==> src/rtl/ssd_pkg.sv <==
// rtl/ssd_pkg.sv - shared defaults and helpers for the seven-segment scan controller
package ssd_pkg;

    localparam int SSD_REFRESH_DIV_DEF = 100000;
    localparam int SSD_DEAD_CYC_DEF    = 64;
    localparam int SSD_MAX_DIGITS      = 8;

    localparam logic [SSD_MAX_DIGITS-1:0] SSD_ANODE_ALL_OFF = '1;

    // Width needed to hold 0..value-1, never less than one bit.
    function automatic int clog2(input int value);
        int r;
        int v;
        r = 0;
        v = value - 1;
        while (v > 0) begin
            r = r + 1;
            v = v >> 1;
        end
        return (r < 1) ? 1 : r;
    endfunction

    // One-cold anode pattern for the selected digit, widest display size.
    function automatic logic [SSD_MAX_DIGITS-1:0] ssd_anode_sel(input int sel);
        return ~(SSD_MAX_DIGITS'(1) << sel);
    endfunction

endpackage

==> src/rtl/ssd_refresh_div.sv <==
// rtl/ssd_refresh_div.sv - digit-slot prescaler, flags the last cycle of each slot
module ssd_refresh_div
    import ssd_pkg::*;
#(
    parameter int REFRESH_DIV = SSD_REFRESH_DIV_DEF,
    parameter int DIV_W       = clog2(REFRESH_DIV)
) (
    input  logic             clk,
    input  logic             rst_n,
    output logic [DIV_W-1:0] div_cnt,
    output logic             slot_end
);

    localparam logic [DIV_W-1:0] DIV_LAST = DIV_W'(REFRESH_DIV - 1);

    assign slot_end = (div_cnt == DIV_LAST);

    always_ff @(posedge clk or negedge rst_n) begin
        if (!rst_n) begin
            div_cnt <= '0;
        end else if (slot_end) begin
            div_cnt <= '0;
        end else begin
            div_cnt <= div_cnt + DIV_W'(1);
        end
    end

endmodule

==> src/rtl/ssd_scan_ctrl.sv <==
// rtl/ssd_scan_ctrl.sv - multiplexed seven-segment scan with tear-free shadow and blanking
module ssd_scan_ctrl
    import ssd_pkg::*;
#(
    parameter int NUM_DIGITS  = 4,
    parameter int REFRESH_DIV = SSD_REFRESH_DIV_DEF,
    parameter int DEAD_CYC    = SSD_DEAD_CYC_DEF
) (
    input  logic                    clk,
    input  logic                    rst_n,
    input  logic [4*NUM_DIGITS-1:0] data_in,
    input  logic                    load,
    input  logic                    lz_blank,
    output logic [3:0]              digit_bcd,
    output logic [NUM_DIGITS-1:0]   anode_n,
    output logic                    frame_tick
);

    localparam int DIV_W = clog2(REFRESH_DIV);
    localparam int SEL_W = clog2(NUM_DIGITS);
    localparam logic [SEL_W-1:0] LAST_SEL = SEL_W'(NUM_DIGITS - 1);

    logic [DIV_W-1:0]        div_cnt;
    logic                    slot_end;
    logic                    frame_end;
    logic [SEL_W-1:0]        digit_sel;
    logic [4*NUM_DIGITS-1:0] shadow;
    logic [4*NUM_DIGITS-1:0] pending;
    logic                    pend_flag;
    logic [NUM_DIGITS-1:0]   blank;
    logic                    zero_above;
    logic [3:0]              sel_nib;
    logic                    sel_blank;
    logic                    dead;
    logic [SSD_MAX_DIGITS-1:0] anode_sel_w;

    ssd_refresh_div #(
        .REFRESH_DIV (REFRESH_DIV),
        .DIV_W       (DIV_W)
    ) u_refresh_div (
        .clk      (clk),
        .rst_n    (rst_n),
        .div_cnt  (div_cnt),
        .slot_end (slot_end)
    );

    assign frame_end   = slot_end && (digit_sel == LAST_SEL);
    assign dead        = (int'(div_cnt) < DEAD_CYC);
    assign anode_sel_w = ssd_anode_sel(int'(digit_sel));

    always_ff @(posedge clk or negedge rst_n) begin
        if (!rst_n) begin
            digit_sel <= '0;
        end else if (slot_end) begin
            digit_sel <= (digit_sel == LAST_SEL) ? '0 : digit_sel + SEL_W'(1);
        end
    end

    // Shadow only changes at the frame boundary; a load landing on it bypasses pending.
    always_ff @(posedge clk or negedge rst_n) begin
        if (!rst_n) begin
            shadow    <= '0;
            pending   <= '0;
            pend_flag <= 1'b0;
        end else begin
            if (load) begin
                pending <= data_in;
            end
            if (frame_end) begin
                pend_flag <= 1'b0;
                if (load) begin
                    shadow <= data_in;
                end else if (pend_flag) begin
                    shadow <= pending;
                end
            end else if (load) begin
                pend_flag <= 1'b1;
            end
        end
    end

    // A digit is blanked when it and every more-significant nibble are zero.
    always_comb begin
        blank      = '0;
        zero_above = 1'b1;
        for (int i = NUM_DIGITS - 1; i > 0; i--) begin
            zero_above = zero_above && (shadow[4*i +: 4] == 4'h0);
            blank[i]   = lz_blank && zero_above;
        end
    end

    always_comb begin
        sel_nib   = 4'h0;
        sel_blank = 1'b0;
        for (int i = 0; i < NUM_DIGITS; i++) begin
            if (digit_sel == SEL_W'(i)) begin
                sel_nib   = shadow[4*i +: 4];
                sel_blank = blank[i];
            end
        end
    end

    always_ff @(posedge clk or negedge rst_n) begin
        if (!rst_n) begin
            digit_bcd  <= 4'h0;
            anode_n    <= SSD_ANODE_ALL_OFF[NUM_DIGITS-1:0];
            frame_tick <= 1'b0;
        end else begin
            digit_bcd  <= sel_nib;
            frame_tick <= frame_end;
            if (dead || sel_blank) begin
                anode_n <= SSD_ANODE_ALL_OFF[NUM_DIGITS-1:0];
            end else begin
                anode_n <= anode_sel_w[NUM_DIGITS-1:0];
            end
        end
    end

endmodule

==> config.mk <==
export PLATFORM = sky130hd
export DESIGN_NAME = ssd_scan_ctrl
export DESIGN_NICKNAME = d
export VERILOG_FILES = /design/src/rtl/ssd_pkg.sv /design/src/rtl/ssd_refresh_div.sv /design/src/rtl/ssd_scan_ctrl.sv
export SDC_FILE = /design/constraint.sdc
export NUM_CORES = 1
export LEC_CHECK = 0
export BUFFER_PORTS_ARGS = -buffer_cell sky130_fd_sc_hd__buf_4
export CAP_MARGIN = 0
export CORE_ASPECT_RATIO = 1.1
export CORE_UTILIZATION = 40
export CTS_BUF_LIST = sky130_fd_sc_hd__clkbuf_2
export CTS_CLUSTER_DIAMETER = 100
export DETAILED_ROUTE_END_ITERATION = 12
export HOLD_SLACK_MARGIN = 0.15
export SLEW_MARGIN = 10
export SYNTH_ARGS = -nofsm -noshare
export SYNTH_HDL_FRONTEND = slang
export SYNTH_SLANG_ARGS = --single-unit
==> constraint.sdc <==
create_clock -name clk -period 5.2 [get_ports clk]
set_input_delay 1.04 -clock clk [delete_from_list [all_inputs] [get_ports clk]]
set_output_delay 1.04 -clock clk [all_outputs]
set_load 0.03 [all_outputs]
==> impl_metrics.tcl, run 1 <==
set metrics [dict create \
    start_util_pct 41.13 \
    syn_area_mm2 0.002696 \
    synthCells 205 \
    grt_antenna_before_repair 0 \
    leakage_nw 1.439 \
    coreArea_mm2 0.006555 \
    hp-class "reg -> reg" \
    fmax_mhz 414.1 \
    yosys_most_used_dff "dfrtp_1" \
    power_density_mw_per_mm2 275.5 \
    wl_per_cell_um 14.53 \
    io-pin-count 29 \
    grt-ovfl-total 0 \
    die_h_um 88.11 \
    timing.max_cap.violations 0 \
    post-dp-hpwl_um 3267 \
    drive_gt1_share_pct 35.27 \
    synth.most_common_cell "dfrtp_1" \
    firstDrtPassIters 4 \
    grt.total_usage_pct 15.20 \
    ys_types 36 \
    clockBufferDepth 2 \
    grt_pass1_wl_um 7659 \
    syn_area_per_cell_um2 13.15 \
    synth_largest_area_cell "dfrtp_1" \
    wirelength_um 4693 \
    slowest_delay_ps 740 \
    cp_data_required_time_ps 5570 \
    slew_violations 0 \
    path_clk_slew_ps 160 \
    yosys_warnings 0 \
    dieArea_mm2 0.007073 \
    worstSetupEndpointType "flop" \
    skew_ps 24.61 \
    yosysTopAreaCellShare_pct 52.90 \
    crit_path_max_fanout 16 \
    antenna_cells 0 \
    path_cells "ha_1, and4_1, nand4_2, or3b_1, mux2_4" \
    setup_viol 0 \
    synth_edf_count 0 \
    routabilityCongestion 0.8392 \
    cts.sinks 61 \
    fin_setup_tns_ps 0 \
    cpLargestDelayFamily "simple AND/OR/NAND/NOR gates" \
    critPathSlowestCell "or3b_1" \
    dpl.cell_count 307 \
    portBuffers 28 \
    num_vias 1628 \
    syn_nets 230 \
    slew_headroom_pct 29.47 \
    whs_ps 513.4 \
    routed_via_density 5.040 \
    rows 31 \
    status "finished, final reports clean" \
    async_flop_share_pct 100.0 \
    tritoncts "built" \
    ant_nets 0 \
    htree_levels 3 \
    syn_to_final_growth_pct 14.25 \
    first_iter_violations 89 \
    cp.arrival_ps 2780 \
    synth_seq_cells 61 \
    cts_root_buffer "clkbuf_2" \
    grt_max_degree 62 \
    finalHoldViolations 0 \
    peakVddDrop_mv 0.1259 \
    rsz0062_at_grt "no" \
    seq_area_frac_synth_pct 56.80 \
    worst_slew_pin_slew_ps 1049 \
    min_period_ps 2415 \
    post_cts_buffers 0 \
    start_kind "flop" \
    holdBufCountCts 0 \
    worst-setup-path-type "reg -> reg" \
    synthTopCellsByArea "dfrtp_1 (53%), mux2_2 (9.6%), mux2_4 (5.6%)" \
    nNetsFinal 261 \
    fin_cells 323 \
    drc 0 \
    grt_pass1_vias 1523 \
    clk_latency_ps 470 \
    numCtsBuffers 9 \
    cts_resized 0 \
    dieWidth_um 80.28 \
    synth_common_cells "dfrtp_1 (57), mux2_2 (23), nor2_1 (12)" \
    crit_buf_inv 0 \
    finalCritPeriodShare_pct 46.45 \
]
-- kinds of logic after synthesis --
logic type / synth area share (%)
buffers and inverters: 2.645
AOI/OAI and AO/OA: 3.294
DFF: 56.80
xor gates and xnor gates: 4.872
and+or+nand+nor: 14.90
muxes: 15.17
adders and majority gates: 2.320
-- through the flow --
stage	area [µm²]	total power [W]	util (%)	worst slack [ps]
2_1_floorplan	2696	0.0005157	-	2744
3_3_place_gp	2953	0.0005394	45.05	2553
3_5_place_dp	2953	0.0005402	45.05	2521
4_1_cts	3080	0.0008600	46.99	2772
5_1_grt	3080	0.0008876	46.99	2666
6_report	3080	0.0008486	46.99	2785
-- sequential cells by signal, summed over array words and instances (netlist names) --
signal / count
u_refresh_div.div_cnt: 17
pending: 16
shadow: 16
anode_n: 4
digit_bcd: 4
digit_sel: 2
frame_tick: 1
pend_flag: 1
-- worst register-to-register path, stage by stage (launching register included) --
cell and delay, ps:
dfrtp_1 440, ha_1 250, and4_1 300, nand4_2 160
or3b_1 750, mux2_4 420
-- final timing paths --
kind / from / end / slack [ps] / depth (start not counted)
max in group asynchronous: rst_n / u_refresh_div.div_cnt[15] / 4080 / 1
max reg2reg: u_refresh_div.div_cnt[0] / shadow[12] / 2780 / 5
max: u_refresh_div.div_cnt[0] / shadow[12] / 2780 / 5
min: pending[8] / pending[8] / 510 / 1
min reg2reg: pending[8] / pending[8] / 510 / 1
min in group asynchronous: rst_n / pending[7] / 600 / 1
-- cell usage in the layout (no fill, tap or decap), types with 7 or more instances in the layout --
master,count
mux2_4,10
nand2_1,10
nor2_1,12
dfrtp_1,57
buf_4,28
nand3_1,7
xnor2_1,10
mux2_2,23
nor4_1,7
clkbuf_2,10
-- cell type report --
type / count / area [µm²]
Fill cell: 600 / 3475
Multi-Input combinational cell: 132 / 1094
Tap cell: 82 / 102.6
Sequential cell: 61 / 1531
Clock buffer: 10 / 50.05
Timing Repair Buffer: 28 / 210.2
Clock inverter: 6 / 77.57
Inverter: 4 / 15.01
-- power by group --
part | internal [W] | switching (W) | total (W) | leakage, nW
sequential | 0.000487 | 0.00000253 | 0.000489 | 0.783
clock | 0.000157 | 0.000163 | 0.000319 | 0.0808
combinational | 0.0000206 | 0.0000194 | 0.0000400 | 0.576
total | 0.000664 | 0.000184 | 0.000849 | 1.44
-- routing by layer --
layer,GRT usage (%),vias to the layer above,wire length [µm]
met5,0,-,0
met4,10.23,0,118
met3,3.542,9,180
met2,21.52,29,2109
met1,20.71,794,2285
li1,-,796,-
Note: power is estimated with default switching activity, not from simulation.
==> run 2, diff against run 1 <==
- ABC_AREA: unset -> 1
- clock period: 5.2 -> 2.25 ns (I/O delays scaled with it)
==> run 2 against run 1 <==
Cell count increased by 52%. Non-clock buffer count is 17 higher. Critical endpoint is now anode_n[1]. Via count increased by 44%. Sequential share of layout area fell by 5.2 points. Global-route usage up 3.0 points. Clock skew shrank 3.5 ps. Highest routed layer unchanged. Power is 130% higher. First-iteration DRC count increased by 31%. Sequential power up 130%. Core utilization is 1.9 points higher. Routed wire length grew 31%.
==> impl_metrics.tcl, run 2 <==
set metrics [dict create \
    worst-setup-path-type "reg -> out" \
    finalCritPeriodShare_pct 73.22 \
    routed_via_density 4.762 \
    critPathSlowestCell "dfstp_2" \
    rsz0062_at_grt "no" \
    p_sw_w 0.0004909 \
    cts_root_buffer "clkbuf_2" \
    design_area_mm2 0.003443 \
    slowest_delay_ps 560 \
    peakVddDrop_mv 0.4202 \
    grt_pass1_wl_um 10830 \
    rr_worst_depth 4 \
    synth_largest_area_cell "dfrtp_1" \
    wirelength_um 6168 \
    start_kind "flop" \
    setup_viol 0 \
    drive_gt1_share_pct 14.50 \
    routabilityCongestion 0.8698 \
    io-pin-count 29 \
    cp.arrival_ps 1200 \
    power_density_mw_per_mm2 557.8 \
    syn_to_final_growth_pct 17.76 \
    seq_area_frac_synth_pct 52.37 \
    crit_path_max_fanout 1 \
    worstSetupEndpointType "primary output" \
    async_flop_share_pct 100.0 \
    grt_max_degree 62 \
    syn_area_per_cell_um2 8.168 \
    syn_nets 383 \
    synth_common_cells "nand2_1 (125), dfrtp_1 (57), nor2_1 (40), inv_1 (35), nand4_1 (21)" \
    firstDrtPassIters 4 \
    wl_per_cell_um 12.54 \
    antenna_cells 0 \
    post-dp-hpwl_um 4238 \
    slew_headroom_pct 49.74 \
    internal_power_w 0.001430 \
    ys_types 25 \
    holdBufCountCts 14 \
    cts.sinks 61 \
    hp-class "in -> reg" \
    clk_latency_ps 490 \
    grt.total_usage_pct 18.22 \
    nNetsFinal 427 \
    cts_resized 0 \
    p_sw_share_pct 25.56 \
    crit_buf_inv 1 \
    drc 0 \
    fmax_mhz 607.0 \
    yosysTopAreaCellShare_pct 48.78 \
    synth.most_common_cell "nand2_1" \
    seq_power_share_pct 58.8 \
    grt-ovfl-total 0 \
    final_common_cell "nand2_1" \
    grt_antenna_before_repair 0 \
    leakage_nw 1.780 \
    worst_slew_pin_slew_ps 753.9 \
    placed_area_mm2 0.003189 \
    most-common-layout-cells "nand2_1 (125), dfrtp_1 (57), nor2_1 (40)" \
    path_clk_slew_ps 180 \
    ant_nets 0 \
    clockBufferDepth 2 \
    synthCells 358 \
    largest_reg_flops 17 \
    yosys_most_used_dff "dfrtp_1" \
    dieWidth_um 83.52 \
    num_vias 2343 \
    min_period_ps 1647 \
    die_h_um 91.67 \
    status "finished, final reports clean" \
    yosys_warnings 0 \
    power_frac_clock_pct 35.7 \
    syn_area_mm2 0.002924 \
    synth_seq_cells 61 \
    pwr-share-comb_pct 5.6 \
    tritoncts "built" \
    fin_setup_tns_ps 0 \
    portBuffers 28 \
    fin_util_pct 48.86 \
    largestRegisters "u_refresh_div.div_cnt: 17 flops, pending: 16 flops, shadow: 16 flops" \
    finalHoldViolations 0 \
    synth_edf_count 0 \
    htree_levels 3 \
    synthTopCellsByArea "dfrtp_1 (49%), nand2_1 (16%), nor2_1 (5.1%)" \
    crit_cells 1 \
    coreArea_mm2 0.007047 \
    timing.max_cap.violations 0 \
    start_util_pct 41.50 \
    dieArea_mm2 0.007656 \
    cp_data_required_time_ps 1800 \
    regMostFlops "u_refresh_div.div_cnt" \
    post_cts_buffers 0 \
    slew_violations 0 \
    skew_ps 21.13 \
    path_cells "buf_4" \
    numCtsBuffers 9 \
    first_iter_violations 117 \
    cpLargestDelayFamily "flip-flops" \
    rows 32 \
    worstHoldPathCells 3 \
    grt_pass1_vias 2365 \
]
run 2: cell count changes in the layout (fill, tap and decap cells not counted), moves of 5 or more:
cell	delta
dlygate4sd3_1	+14
inv_1	+31
mux2_2	-23
mux2_4	-10
nand2_1	+115
nand3_1	+9
nand4_1	+16
nor2_1	+28
nor2b_1	-5
nor4_1	-7
o21ai_0	+10
xnor2_1	-8
run 2: cells by family (layout without fill, tap and decap cells):
kind of cell	count (synthesis)	after routing	synth area share, %
compound gates	19	19	3.508
xor+xnor	9	9	2.696
fa+ha+maj	5	5	2.139
buf+inv	48	97	7.146
flops	61	61	52.37
simple gates	216	216	32.14
run 2: final cells by class:
type / count / area (µm²)
sequential: 61 / 1531
clock buffer: 10 / 50.05
multi-input combinational: 249 / 1184
fill: 706 / 3603
tap: 85 / 106.4
clock inverter: 6 / 63.81
timing repair buffer: 45 / 372.9
inverter: 36 / 135.1
run 2: final timing paths:
check,start,endpoint,slack [ps]
max in group asynchronous,rst_n,shadow[9],1200
min in group asynchronous,rst_n,u_refresh_div.div_cnt[12],540
worst min register to register,u_refresh_div.div_cnt[0],u_refresh_div.div_cnt[0],480
worst max register to register,digit_sel[1],digit_bcd[2],650
worst max-delay path,anode_n[1],anode_n[1],600
worst min-delay path,data_in[11],pending[11],200
run 2: power groups by stage:
stage	Combinational, W	Clock [W]	Sequential, W
floorplan	0.0000360	0	0.00115
global placement	0.0000892	0	0.00115
detailed placement	0.0000902	0	0.00115
CTS	0.000109	0.000703	0.00113
global route	0.000125	0.000750	0.00113
finish	0.000107	0.000685	0.00113
run 2: routing by layer:
layer	GRT usage [%]	vias up	part of all wire [%]
met1	22.63	1061	47
li1	-	1219	-
met3	3.330	17	2.9
met5	0	-	0
met2	29.44	46	47
met4	11.44	0	3.5
run 2: stage by stage:
stage	power (W)	setup slack, ps	hold slack, ps	instances
after floorplan	0.001183	868.4	154.4	358
after global placement	0.001237	684.0	441.8	462
after detailed placement	0.001239	650.4	456.1	462
after CTS	0.001941	558.3	154.6	492
after global routing	0.002006	473.0	158.0	492
final	0.001921	602.6	196.9	492
==> run 3, diff against run 2 <==
- clock period: 2.25 -> 1.7 ns (I/O delays scaled with it)
==> run 3 against run 2 <==
Routed wire length up 4.2%. Critical path type is now reg -> reg. Cell count up 2.6%. Via count up 4.0%. Hold slack gained 66 ps. Clock power increased by 77%. Critical endpoint is now shadow[13]. Die area unchanged. Combinational power grew 54%. Register-to-register slack got worse by 500 ps.
==> impl_metrics.tcl, run 3 (same netlist as run 2, synthesis figures left out) <==
set metrics [dict create \
    rsz0062_at_grt "yes" \
    syn_to_final_growth_pct 25.03 \
    slew_violations 0 \
    path_clk_slew_ps 210 \
    dieWidth_um 83.52 \
    worst_slew_pin_slew_ps 467.0 \
    placed_area_mm2 0.003264 \
    post-dp-hpwl_um 4524 \
    fmax_mhz 644.7 \
    final_common_cell "nand2_1" \
    first_iter_violations 97 \
    cts.sinks 61 \
    clockBufferDepth 2 \
    fin_setup_tns_ps 0 \
    wirelength_um 6428 \
    power_density_mw_per_mm2 784.6 \
    start_util_pct 41.50 \
    htree_levels 3 \
    ant_nets 0 \
    tritoncts "built" \
    grt.total_usage_pct 19.06 \
    finalCritPeriodShare_pct 91.25 \
    timing.max_cap.violations 0 \
    firstDrtPassIters 4 \
    largestRegisters "u_refresh_div.div_cnt: 17 flops, pending: 16 flops, shadow: 16 flops" \
    cp.arrival_ps 1980 \
    drc 0 \
    num-fill-cells 705 \
    worstSetupEndpointType "flop" \
    start_kind "flop" \
    antenna_cells 0 \
    hp-class "in -> async" \
    setup_viol 0 \
    min_period_ps 1551 \
    worst-setup-path-type "reg -> reg" \
    slew_headroom_pct 68.83 \
    leakage_nw 1.858 \
    num_vias 2437 \
    whs_ps 262.5 \
    status "finished, final reports clean" \
    portBuffers 28 \
    grt_pass1_wl_um 11350 \
    routabilityCongestion 0.8410 \
    routed_via_density 4.826 \
    numCtsBuffers 9 \
    io-pin-count 29 \
    most-common-layout-cells "nand2_1 (125), dfrtp_1 (57), nor2_1 (39)" \
    cts_root_buffer "clkbuf_2" \
    wl_per_cell_um 12.73 \
    grt_antenna_before_repair 0 \
    design_area_mm2 0.003656 \
    die_h_um 91.67 \
    grt_max_degree 37 \
    clk_latency_ps 500 \
    grt_pass1_vias 2536 \
    finalHoldViolations 0 \
    dieArea_mm2 0.007656 \
    nNetsFinal 440 \
    regMostFlops "u_refresh_div.div_cnt" \
    crit_path_max_fanout 18 \
    drive_gt1_share_pct 15.71 \
    peakVddDrop_mv 0.4105 \
    grt-ovfl-total 0 \
    cp_data_required_time_ps 2130 \
    largest_reg_flops 17 \
    coreArea_mm2 0.007047 \
    rows 32 \
    skew_ps 40.07 \
]
## run 3: metal layers
metal	share of wire, %	wire length, µm	vias up	track usage [%]
met4	3.3	213	0	11.02
met3	3.1	198	18	4.590
met5	0	0	-	0
met1	43	2792	1131	21.39
li1	-	-	1245	-
met2	50	3224	43	33.06
## run 3: power breakdown
part | switching (W) | internal [W] | total [W]
Combinational | 0.0000820 | 0.0000827 | 0.000165
Clock | 0.000573 | 0.000637 | 0.00121
Sequential | 0.00000881 | 0.00149 | 0.00149
Total | 0.000663 | 0.00221 | 0.00287
## run 3: what timing repair did
action,CTS,global route
setup endpoints to repair,0,9
endpoints found under the hold margin,81,0
hold buffers,22,0
buffers inserted,0,0
resized for setup,0,2
## run 3: worst paths after layout
| kind | from | end | slack, ps | cells after the start |
|---|---|---|---|---|
| hold reg to reg | u_refresh_div.div_cnt[0] | u_refresh_div.div_cnt[0] | 480 | 1 |
| setup reg to reg | u_refresh_div.div_cnt[0] | shadow[13] | 150 | 8 |
| setup / recovery | u_refresh_div.div_cnt[0] | shadow[13] | 150 | 8 |
| min in group clk | lz_blank | anode_n[2] | 290 | 5 |
| hold / removal | rst_n | shadow[0] | 260 | 2 |
| max in group asynchronous | rst_n | u_refresh_div.div_cnt[6] | 900 | 3 |
## run 3: critical path: stages (launching register included)
cell and delay, ps:
dfrtp_1 420, ha_1 180, nand2_1 90, nor2_1 150, nand3_1 110, nor2_2 180
buf_12 170, nand4_1 90, nand2_1 90
## run 3: stage by stage
stage                     worst slack [ps]  std cells  power [W]  utilization [%]
after global placement               208.7        467   0.001645            46.32
final                                148.8        505   0.002869            51.88
after global routing                -3.613        505   0.002978            51.88
after floorplan                      355.8        358   0.001566                -
after CTS                            108.1        505   0.002907            51.81
after detailed placement             166.1        467   0.001648            46.32
## run 3: area by class of cell
| type | instances | area [µm²] | share of cell area (%) |
|---|---|---|---|
| tap | 85 | 106.4 | 2.909 |
| clock buffer | 9 | 45.04 | 1.232 |
| clock inverter | 7 | 121.4 | 3.320 |
| multi-input combinational | 249 | 1189 | 32.51 |
| inverter | 36 | 135.1 | 3.696 |
| timing repair buffer | 58 | 528.0 | 14.44 |
| sequential | 61 | 1531 | 41.89 |
